`src/rtl/tkm_pkg.sv`:
```
// rtl/tkm_pkg.sv - shared types and constants for the tkm uio pad arbiter
package tkm_pkg;

  typedef enum logic [1:0] {
    IDLE = 2'd0,
    OWN  = 2'd1,
    GAP  = 2'd2
  } tkm_uio_state_t;

  localparam logic [7:0] TKM_UIO_OE_DRIVE = 8'hFF;
  localparam logic [7:0] TKM_UIO_OE_HIZ   = 8'h00;
  localparam int         TKM_RID_W        = 3;

endpackage

```
`src/rtl/tkm_rr_pick.sv`:
```
// rtl/tkm_rr_pick.sv - combinational round-robin picker, search starts just after i_ptr
module tkm_rr_pick
  import tkm_pkg::*;
#(
  parameter int N_REQ = 3
) (
  input  logic [N_REQ-1:0]     i_req,
  input  logic [TKM_RID_W-1:0] i_ptr,
  output logic [N_REQ-1:0]     o_onehot,
  output logic [TKM_RID_W-1:0] o_idx,
  output logic                 o_any
);

  int w_cand;

  // Candidates are visited in order ptr+1 .. ptr (mod N_REQ); the first active one wins.
  always_comb begin
    o_onehot = '0;
    o_idx    = '0;
    o_any    = 1'b0;
    w_cand   = 0;
    for (int i = 1; i <= N_REQ; i++) begin
      w_cand = (int'(i_ptr) + i) % N_REQ;
      for (int j = 0; j < N_REQ; j++) begin
        if (j == w_cand && !o_any && i_req[j]) begin
          o_any       = 1'b1;
          o_onehot[j] = 1'b1;
          o_idx       = TKM_RID_W'(j);
        end
      end
    end
  end

endmodule

```
`src/rtl/tkm_uio_arbiter.sv`:
```
// rtl/tkm_uio_arbiter.sv - round-robin owner sequencer for the shared uio pad bus
// Optional per-grant beat cap compiled in with TKM_UIO_BURST_LIMIT_EN.
module tkm_uio_arbiter
  import tkm_pkg::*;
#(
  parameter int N_REQ      = 3,
  parameter int MAX_BURST  = 8,
  parameter int TURNAROUND = 1
) (
  input  logic                 clk,
  input  logic                 rst_n,
  input  logic                 ena,
  input  logic [N_REQ-1:0]     req,
  input  logic [N_REQ-1:0]     dir,
  input  logic [N_REQ-1:0]     last,
  input  logic [8*N_REQ-1:0]   wdata,
  output logic [N_REQ-1:0]     grant,
  input  logic [7:0]           uio_in,
  output logic [7:0]           uio_out,
  output logic [7:0]           uio_oe,
  output logic [7:0]           rdata,
  output logic                 rvalid,
  output logic [TKM_RID_W-1:0] rid
);

  tkm_uio_state_t         r_state;
  tkm_uio_state_t         w_state_nxt;
  logic [TKM_RID_W-1:0]   r_owner;
  logic                   r_owner_dir;
  logic [TKM_RID_W-1:0]   r_ptr;
  logic [2:0]             r_gap_cnt;
  logic [7:0]             r_rdata;
  logic                   r_rvalid;
  logic [TKM_RID_W-1:0]   r_rid;

  logic [N_REQ-1:0]       w_pick_onehot;
  logic [TKM_RID_W-1:0]   w_pick_idx;
  logic                   w_pick_any;
  logic                   w_take;
  logic [N_REQ-1:0]       w_owner_onehot;
  logic                   w_owner_req;
  logic                   w_owner_last;
  logic [7:0]             w_wsel;
  logic                   w_burst_hit;
  logic                   w_exit;
  logic                   w_capture;
  logic                   w_drive;

  tkm_rr_pick #(
    .N_REQ (N_REQ)
  ) u_pick (
    .i_req    (req),
    .i_ptr    (r_ptr),
    .o_onehot (w_pick_onehot),
    .o_idx    (w_pick_idx),
    .o_any    (w_pick_any)
  );

  assign w_take = (r_state == IDLE) && ena && w_pick_any;

  always_comb begin
    w_owner_onehot = '0;
    w_owner_req    = 1'b0;
    w_owner_last   = 1'b0;
    w_wsel         = 8'h00;
    for (int j = 0; j < N_REQ; j++) begin
      if (r_owner == TKM_RID_W'(j)) begin
        w_owner_onehot[j] = 1'b1;
        w_owner_req       = req[j];
        w_owner_last      = last[j];
        w_wsel            = wdata[8*j +: 8];
      end
    end
  end

`ifdef TKM_UIO_BURST_LIMIT_EN
  logic [7:0] r_beat_cnt;

  always_ff @(posedge clk or negedge rst_n) begin
    if (!rst_n) begin
      r_beat_cnt <= 8'd0;
    end else if (w_take) begin
      r_beat_cnt <= 8'd0;
    end else if (r_state == OWN) begin
      r_beat_cnt <= r_beat_cnt + 8'd1;
    end
  end

  assign w_burst_hit = (r_state == OWN) && (r_beat_cnt == 8'(MAX_BURST - 1));
`else
  assign w_burst_hit = (MAX_BURST == 0);
`endif

  // A dropped request ends the grant on that same beat, so it is never treated as data.
  assign w_exit    = w_owner_last || !w_owner_req || !ena || w_burst_hit;
  assign w_capture = (r_state == OWN) && !r_owner_dir && w_owner_req && ena;

  always_comb begin
    w_state_nxt = r_state;
    case (r_state)
      IDLE: if (w_take) w_state_nxt = OWN;
      OWN:  if (w_exit) w_state_nxt = GAP;
      GAP:  if (r_gap_cnt == 3'(TURNAROUND - 1)) w_state_nxt = IDLE;
      default: w_state_nxt = IDLE;
    endcase
  end

  always_ff @(posedge clk or negedge rst_n) begin
    if (!rst_n) begin
      r_state     <= IDLE;
      r_owner     <= '0;
      r_owner_dir <= 1'b0;
      r_ptr       <= TKM_RID_W'(N_REQ - 1);
      r_gap_cnt   <= 3'd0;
      r_rdata     <= 8'h00;
      r_rvalid    <= 1'b0;
      r_rid       <= '0;
    end else begin
      r_state  <= w_state_nxt;
      r_rvalid <= w_capture;
      if (w_take) begin
        r_owner     <= w_pick_idx;
        r_owner_dir <= |(dir & w_pick_onehot);
        r_ptr       <= w_pick_idx;
      end
      if (r_state == GAP) begin
        r_gap_cnt <= r_gap_cnt + 3'd1;
      end else begin
        r_gap_cnt <= 3'd0;
      end
      if (w_capture) begin
        r_rdata <= uio_in;
        r_rid   <= r_owner;
      end
    end
  end

  // Pad enable depends only on flops, so input activity can never glitch it.
  assign w_drive = (r_state == OWN) && r_owner_dir;
  assign grant   = (r_state == OWN) ? w_owner_onehot : '0;
  assign uio_oe  = w_drive ? TKM_UIO_OE_DRIVE : TKM_UIO_OE_HIZ;
  assign uio_out = w_drive ? w_wsel : 8'h00;
  assign rdata   = r_rdata;
  assign rvalid  = r_rvalid;
  assign rid     = r_rid;

endmodule

```
`config.mk`:
```
export PLATFORM = sky130hd
export DESIGN_NAME = tkm_uio_arbiter
export DESIGN_NICKNAME = d
export VERILOG_FILES = /design/src/rtl/tkm_pkg.sv /design/src/rtl/tkm_rr_pick.sv /design/src/rtl/tkm_uio_arbiter.sv
export SDC_FILE = /design/constraint.sdc
export NUM_CORES = 1
export LEC_CHECK = 0
export ABC_CLOCK_PERIOD_IN_PS = 5150
export BUFFER_PORTS_ARGS = -buffer_cell sky130_fd_sc_hd__clkbuf_2
export CAP_MARGIN = 20
export CORE_MARGIN = 2
export CORE_UTILIZATION = 35
export DETAILED_ROUTE_END_ITERATION = 6
export PLACE_DENSITY = 0.66
export SETUP_SLACK_MARGIN = 0.15
export SLEW_MARGIN = 0
export SYNTH_ARGS = -nofsm -noshare
export SYNTH_HDL_FRONTEND = slang
export SYNTH_SLANG_ARGS = --single-unit
```
`constraint.sdc`:
```
create_clock -name clk -period 5.15 [get_ports clk]
set_clock_uncertainty 0.15 [all_clocks]
set_input_delay 0.2575 -clock clk [delete_from_list [all_inputs] [get_ports clk]]
set_output_delay 0.2575 -clock clk [all_outputs]
set_load 0.02 [all_outputs]
```
==> results.txt, run 1 <==
- In this run the tool buffered the top-level ports with 73 buffer cells.
- Starting DRC count in detailed routing: 40
- Start-to-end type of the worst setup path: reg2reg
* Final ANT Viol Nets: 0
* Slew Limit Fails: 0
- Die area: 0.00422 mm2
- Dominant cells by area after synthesis: sky130_fd_sc_hd__dfrtp_1 37%, sky130_fd_sc_hd__mux2_2 8.7%, sky130_fd_sc_hd__mux2i_1 7.7%
* Crit start category: register
- Via count of the first global-routing pass: 1156
- In this run the worst hold path is classified as in2reg.
- The number of nets handed over by synthesis was 189.
- The tool flagged a number of max-cap violations equal to 0.
* Wire length of the first global-routing pass: 4900 um
- For the worst-skew pair, the clock arrives at the later sink with an insertion delay of 260 ps.
- TritonCTS built the clock tree.
* Sum of negative setup slack: 0 ps
- Portion of the post-synthesis area used by sequential elements: 0.386
- Number of buffers on the longest clock path: 2
* Arrival time at the worst endpoint: 2570 ps
- Setup violations remaining at the end of the flow were counted as 0.
- During synthesis, Yosys emitted a total of 0 warnings.
* Headroom to the max-slew limit: 0.440
* Routed via count divided by cell count: 4.92
* Setup repair after global routing missed its margin: false
- The floorplan step defined a core boundary enclosing 0.00361 mm2.
- Total grt overflow: 0
- Across the VDD grid, the largest voltage drop is 0.258 mV.
- Synthesis inferred 20 register bits.
- Maximum number of pins on one net before global-route repair: 21
* FP Rows: 22
* Critical path fanouts, max: 17
- Dividing the synthesized area by the synthesized cell count gives 9.29 um2.
- F_max: 388 MHz
* Buffers inserted by post-CTS timing repair: 0
* Worst path slowest cell: sky130_fd_sc_hd__dfrtp_1
* Buf+Inv Stages, Crit Path: 0
* Drt drc: 0
* Required time of the critical path: 5140 ps
* Number of diodes added for antenna fixing: 0
- Total wire length: 2980 um
* Number of distinct library cells after synthesis: 38
- The critical path goes through mux2i_1 > o22a_1 > nor3_2 > mux2_2.
- Setup slack, reg-to-reg: 2570 ps
- In the final layout, the share of cells above drive strength 1 is 0.444.
- In this run, CTS created clock tree buffers numbering 3.
- The floorplan step set the die width to 65.0 um.
- Initial antenna violation count: 0
* Fill cell count: 364
- After detailed routing, the average wire length per cell comes to 11.8 um.
- In this design, the largest share of critical-path delay is due to flip-flops.
- After the last flow step, the layout net total stands at 255.
* Slowest cell delay on critical path: 820 ps
* Overall power of the completed layout: 0.915 mW
- From bottom edge to top edge, the die measures 65.0 um.
* Clock tree root driver cell: sky130_fd_sc_hd__clkbuf_8
* Final Hold Violating Endpoints: 0
- IO Count: 75
- Power per Cell Area: 534 mW/mm2
- Of the post-synthesis cell area, the dominant cell type holds 0.365.
* Detailed Routing Iterations Pass 1: 4
- Cell taking the most area after synthesis: sky130_fd_sc_hd__dfrtp_1
- Actual slew at the worst max-slew pin: 836 ps
- Min cycle time layout: 2580 ps
- The worst setup path is captured at a register.
- In this run the number of H-tree levels came out at 1.
* TritonCTS sink count: 20
- Part of the cycle the worst path needs: 0.501
- The area growth from synthesis to layout is 31.6%.
- The flow ran to the end, and the final reports show no timing, DRC or antenna violations.
- Pleak: 0.911 nW
* Starting Density: 0.361
- The congestion estimate from routability-driven global placement came to 0.865.
* DR vias: 1246
- After clock tree synthesis, the clock-pin slew on the worst setup and hold paths is 70 ps.
- Total track usage: 0.147
- The wire-length estimate of the detail-placed layout is 2400 um.
- Synthesized instance count: 140
* Combined area of all synthesized cells: 0.00130 mm2
kinds of logic (layout without fill, tap and decap cells):
family,count (synthesis),in the layout,share of synthesized area
AND/OR/NAND/NOR,49,49,0.182
adder cells (fa/ha/maj),5,5,0.0481
XOR/XNOR,1,1,0.00673
AO/OA/AOI/OAI,24,24,0.118
multiplexers,20,20,0.163
other,1,1,0.00288
buffers and inverters,20,85,0.0933
flip-flops,20,20,0.386
metal layers:
metal / global-route usage / share of wire
met5: 0 / 0
met4: 0.0505 / 0.0074
met3: 0.0365 / 0.10
met2: 0.253 / 0.46
met1: 0.178 / 0.43
state kept, by name, summed over array words and instances, names as in the netlist:
name,flops
r_owner,1
rid,2
r_ptr,2
rdata,8
r_state,2
rvalid,1
r_gap_cnt,3
r_owner_dir,1
layout by cell type, fill, tap and decap left out, types with 2 or more instances in the layout:
master	count
sky130_fd_sc_hd__a21oi_1	9
sky130_fd_sc_hd__a31oi_1	2
sky130_fd_sc_hd__clkbuf_2	73
sky130_fd_sc_hd__clkbuf_8	3
sky130_fd_sc_hd__dfrtp_1	19
sky130_fd_sc_hd__ha_1	5
sky130_fd_sc_hd__inv_1	7
sky130_fd_sc_hd__mux2_2	10
sky130_fd_sc_hd__mux2i_1	10
sky130_fd_sc_hd__nand2_1	8
sky130_fd_sc_hd__nand2b_1	2
sky130_fd_sc_hd__nor2_1	23
sky130_fd_sc_hd__nor2b_1	4
sky130_fd_sc_hd__nor3_1	2
sky130_fd_sc_hd__nor3b_1	2
sky130_fd_sc_hd__o21a_1	2
sky130_fd_sc_hd__o21ai_0	2
sky130_fd_sc_hd__o22ai_1	2
layout make-up:
class | instances | area, um2 | area share
clock inverter | 1 | 30.0 | 0.0175
inverter | 7 | 26.3 | 0.0153
multi-input combinational | 100 | 678 | 0.396
sequential | 20 | 502 | 0.293
clock buffer | 3 | 41.3 | 0.0241
timing repair buffer | 74 | 375 | 0.219
tap | 48 | 60.1 | 0.0351
power breakdown:
group / leakage (nW) / switching, mW / total (mW) / internal [mW]
combinational: 0.619 / 0.265 / 0.467 / 0.202
clock: 0.0357 / 0.0506 / 0.154 / 0.104
sequential: 0.256 / 0.0721 / 0.293 / 0.221
total: 0.911 / 0.388 / 0.915 / 0.527
per-stage QoR:
step           hold WS [ps]   util  setup WS, ps  instances  cell area [um2]
5_1_grt                72.6  0.475          2420        253             1710
4_1_cts                73.0  0.475          2550        253             1710
2_1_floorplan          -188      -          3350        140             1300
3_5_place_dp           91.1  0.452          2500        248             1630
6_report               77.7  0.475          2570        253             1710
3_3_place_gp           85.8  0.452          2600        248             1630
synth_stat cells:
cell / n
sky130_fd_sc_hd__a2111oi_0: 1
sky130_fd_sc_hd__a211oi_1: 1
sky130_fd_sc_hd__a21oi_1: 9
sky130_fd_sc_hd__a2bb2oi_1: 1
sky130_fd_sc_hd__a31oi_1: 2
sky130_fd_sc_hd__and2_1: 1
sky130_fd_sc_hd__and3_1: 1
sky130_fd_sc_hd__and4_1: 1
sky130_fd_sc_hd__buf_2: 1
sky130_fd_sc_hd__buf_4: 10
sky130_fd_sc_hd__buf_6: 1
sky130_fd_sc_hd__clkbuf_1: 1
sky130_fd_sc_hd__conb_1: 1
sky130_fd_sc_hd__dfrtp_1: 19
sky130_fd_sc_hd__dfstp_2: 1
sky130_fd_sc_hd__ha_1: 5
sky130_fd_sc_hd__inv_1: 7
sky130_fd_sc_hd__mux2_2: 10
sky130_fd_sc_hd__mux2i_1: 10
sky130_fd_sc_hd__nand2_1: 8
sky130_fd_sc_hd__nand2b_1: 2
sky130_fd_sc_hd__nand3_1: 1
sky130_fd_sc_hd__nand4_1: 1
sky130_fd_sc_hd__nor2_1: 23
sky130_fd_sc_hd__nor2b_1: 4
sky130_fd_sc_hd__nor3_1: 2
sky130_fd_sc_hd__nor3_2: 1
sky130_fd_sc_hd__nor3b_1: 2
sky130_fd_sc_hd__o2111ai_1: 1
sky130_fd_sc_hd__o211ai_1: 1
sky130_fd_sc_hd__o21a_1: 2
sky130_fd_sc_hd__o21ai_0: 2
sky130_fd_sc_hd__o22a_1: 1
sky130_fd_sc_hd__o22ai_1: 2
sky130_fd_sc_hd__o32ai_1: 1
sky130_fd_sc_hd__or2_2: 1
sky130_fd_sc_hd__or3b_2: 1
sky130_fd_sc_hd__xnor2_1: 1
worst paths after layout:
| check | from | to | cells past startpoint |
|---|---|---|---|
| setup / recovery | r_owner[1] | rdata[3] | 4 |
| hold / removal | uio_in[2] | rdata[2] | 2 |
| setup reg to reg | r_owner[1] | rdata[3] | 4 |
| hold reg to reg | r_gap_cnt[0] | r_gap_cnt[0] | 1 |
| max in group asynchronous | rst_n | r_ptr[1] | 2 |
| min in group asynchronous | rst_n | rdata[7] | 2 |
what timing repair did:
| item | 4_1_cts | 5_1_grt |
|---|---|---|
| hold buffers | 1 | 0 |
| endpoints found under the hold margin | 19 | 0 |
| endpoints found under the setup margin | 0 | 0 |
| gates resized for setup | 0 | 0 |
(Power assumes the default switching activity.)
==> run 2, diff against run 1 <==
Settings changed: ABC_CLOCK_PERIOD_IN_PS 5150 to 2500.
Clock period 5.15 ns to 2.5 ns, I/O delays scaled along.
==> results.txt, run 2 (synthesis gave the netlist of run 1 again) <==
* Final Hold Violating Endpoints: 0 (unchanged)
- Maximum number of pins on one net before global-route repair: 21 (unchanged)
- The arrival time of the worst setup path came to 1960 ps (was 2570 ps).
- Most common cell after layout, fill and taps aside: sky130_fd_sc_hd__clkbuf_2 (unchanged)
* Power per Cell Area: 1020 mW/mm2 (was 534 mW/mm2)
- The detailed-route DRC error count was 0 (unchanged).
* Placed standard-cell area: 0.00165 mm2 (was 0.00163 mm2)
- The CTS tree is done (unchanged).
* Final setup margin: 508 ps (was 2570 ps)
- Detailed Routing Iterations Pass 1: 5 (was 4)
- The standard cell with the maximum stage delay on the critical path was sky130_fd_sc_hd__a2111oi_0 (was sky130_fd_sc_hd__dfrtp_1).
- TritonCTS sink count: 20 (unchanged)
* Number of maximum-capacitance constraint violations: 0 (unchanged)
- Wire length of the first global-routing pass: 4840 um (was 4900 um)
* Share of the core filled with cells: 0.499 (was 0.475)
* Leading cell types in the layout, fill and taps excluded: 73 x sky130_fd_sc_hd__clkbuf_2, 23 x sky130_fd_sc_hd__nor2_1, 19 x sky130_fd_sc_hd__dfrtp_1 (unchanged)
- Clock tree root driver cell: sky130_fd_sc_hd__clkbuf_8 (unchanged)
- The longest individual stage delay on the worst path came to 540 ps (was 820 ps).
* Pleak: 0.953 nW (was 0.911 nW)
- The starting density of the core came to 0.361 (unchanged).
* Slew Limit Fails: 0 (unchanged)
- Sum of negative setup slack: 0 ps (unchanged)
* Starting DRC count in detailed routing: 34 (was 40)
* Final Cell Area: 0.00180 mm2 (was 0.00171 mm2)
- The kind of critical path is reg2reg (unchanged).
- The highest clock rate was 502 MHz (was 388 MHz).
* Total track usage: 0.145 (was 0.147)
* Area of the multi-input gates: 678 um2 (unchanged)
* Headroom to the max-slew limit: 0.540 (was 0.440)
* Overall power of the completed layout: 1.84 mW (was 0.915 mW)
- The clock transition time at the flip-flop clock pins of the worst setup and hold paths was 70 ps (about the same).
* Final setup viols: 0 (unchanged)
* Reg2reg path depth: 5 (was 4)
* Die height: 65.0 um (unchanged)
- The measured slew at the worst slew-check pin came to 673 ps (was 836 ps).
- Setup repair after global routing missed its margin: false (unchanged).
* Initial antenna violation count: 0 (unchanged)
- The count of nets after finishing came to 266 (was 255).
- The worst hold path depth came to 3 (was 2).
- Result of the run: finished, final reports clean (unchanged)
* Routed via count divided by cell count: 4.76 (was 4.92)
- The number of buffers inserted by port buffering is 73 (unchanged).
- The number of global-route vias before repair was 1132 (was 1156).
* WL per Instance: 11.6 um (was 11.8 um)
- Proportion of layout cells with a drive suffix above 1: 0.435 (was 0.444)
* Die area: 0.00422 mm2 (unchanged)
- The post-cts gate resize count is 0 (unchanged).
- Insertion delay to the later sink of the worst-skew pair: 250 ps (was 260 ps)
- Worst R2R Start: r_owner[1] (unchanged)
- Number of buffers on the longest clock path: 2 (unchanged)
- Min Hold Slack: 35.2 ps (was 77.7 ps)
- Power share of the sequential group: 0.300 (was 0.321)
- The buffer count from post-CTS setup fixing came to 0 (unchanged).
* Crit start category: register (unchanged)
* Worst IR drop on VDD: 0.552 mV (was 0.258 mV)
- The share of total power in the clock network was 0.131 (was 0.169).
- The area inside the core boundary was 0.00361 mm2 (unchanged).
- Internal Power: 1.04 mW (was 0.527 mW)
- The antenna diode count was 0 (unchanged).
- Total grt overflow: 0 (unchanged)
- Part of the cycle the worst path needs: 0.797 (was 0.501)
- The internal reg-to-reg setup slack was 510 ps (was 2570 ps).
- The placed wire-length estimate after detailed placement was 2430 um (was 2400 um).
- Net switching power: 0.803 mW (was 0.388 mW)
- Final ANT Viol Nets: 0 (unchanged)
- The number of buffers inserted during clock tree synthesis was 3 (unchanged).
- Worst Setup End Kind: register (unchanged)
- The die extent in x was 65.0 um (unchanged).
- The type of the worst min-delay path is in2reg (unchanged).
- FP Rows: 22 (unchanged)
* Combinational share of power: 0.570 (was 0.511)
- Min-delay src: req[1] (was uio_in[2])
- Post-place setup slack: 488 ps (was 2500 ps)
* Total wire length: 3060 um (was 2980 um)
- Min cycle time layout: 1990 ps (was 2580 ps)
* Number of levels the H-tree was split into: 1 (unchanged)
* Flip-flop count of the largest register after layout: 8 (unchanged)
- Register Area: 502 um2 (unchanged)
- Capture instance of the worst register-to-register path: r_state[1] (was rdata[3])
- The origin of the worst setup path was r_owner[1] (unchanged).
* Hold worst-path end: r_ptr[0] (was rdata[2])
* Placer Congestion: 0.827 (was 0.865)
- The number of placed instances, taps included was 251 (was 248).
- The fill cell total of the finished layout came to 346 (was 364).
- The hold buffer count at cts came to 9 (was 1).
- Cell Count, Final, Fillers Out: 264 (was 253)
- The maximum fanout count along the critical path is 10 (was 17).
- The net switching fraction of the power was 0.436 (was 0.424).
- DR vias: 1257 (was 1246)
- The required time of the worst setup path came to 2470 ps (was 5140 ps).
- The I/O pin count was 75 (unchanged).
- Area growth from synthesis to layout: 38.3% (was 31.6%)
- Series of cell instances along the critical path: buf_4 > mux2i_1 > nor2_1 > a2111oi_0 > o22ai_1 (was mux2i_1 > o22a_1 > nor3_2 > mux2_2).
==> run 2: power by group through the flow <==
stage,Combinational (mW),Clock [mW],Sequential [mW]
6_report,1.05,0.240,0.552
3_5_place_dp,1.05,0,0.561
5_1_grt,1.16,0.266,0.573
4_1_cts,1.06,0.251,0.555
3_3_place_gp,1.05,0,0.556
2_1_floorplan,0.739,0,0.626
==> run 2: worst max-delay path by stage <==
stage / slack [ps] / endpoint
after global routing: 340 / r_state[1]
after CTS: 480 / r_state[1]
final: 510 / r_state[1]
after global placement: 500 / r_state[1]
after floorplan: 700 / r_state[0]
after detailed placement: 490 / r_state[1]
==> run 2: final cells by class <==
cell class | count | area share
timing repair buffer | 85 | 0.266
clock buffer | 4 | 0.0306
tap | 48 | 0.0334
sequential | 20 | 0.279
multi-input combinational | 100 | 0.377
inverter | 7 | 0.0146
==> run 2: critical path: cells and delay by family (launching register included) <==
family / cells / cell delay (ps)
AOI/OAI and AO/OA: 2 / 690
DFF: 1 / 500
buffers and inverters: 1 / 270
muxes: 1 / 200
and+or+nand+nor: 1 / 50
==> run 2: layer usage <==
metal	part of all wire	up-vias	track usage
li1	-	625	-
met1	0.41	557	0.182
met2	0.46	70	0.245
met3	0.12	5	0.0365
met4	0.0092	0	0.0399
met5	0	-	0
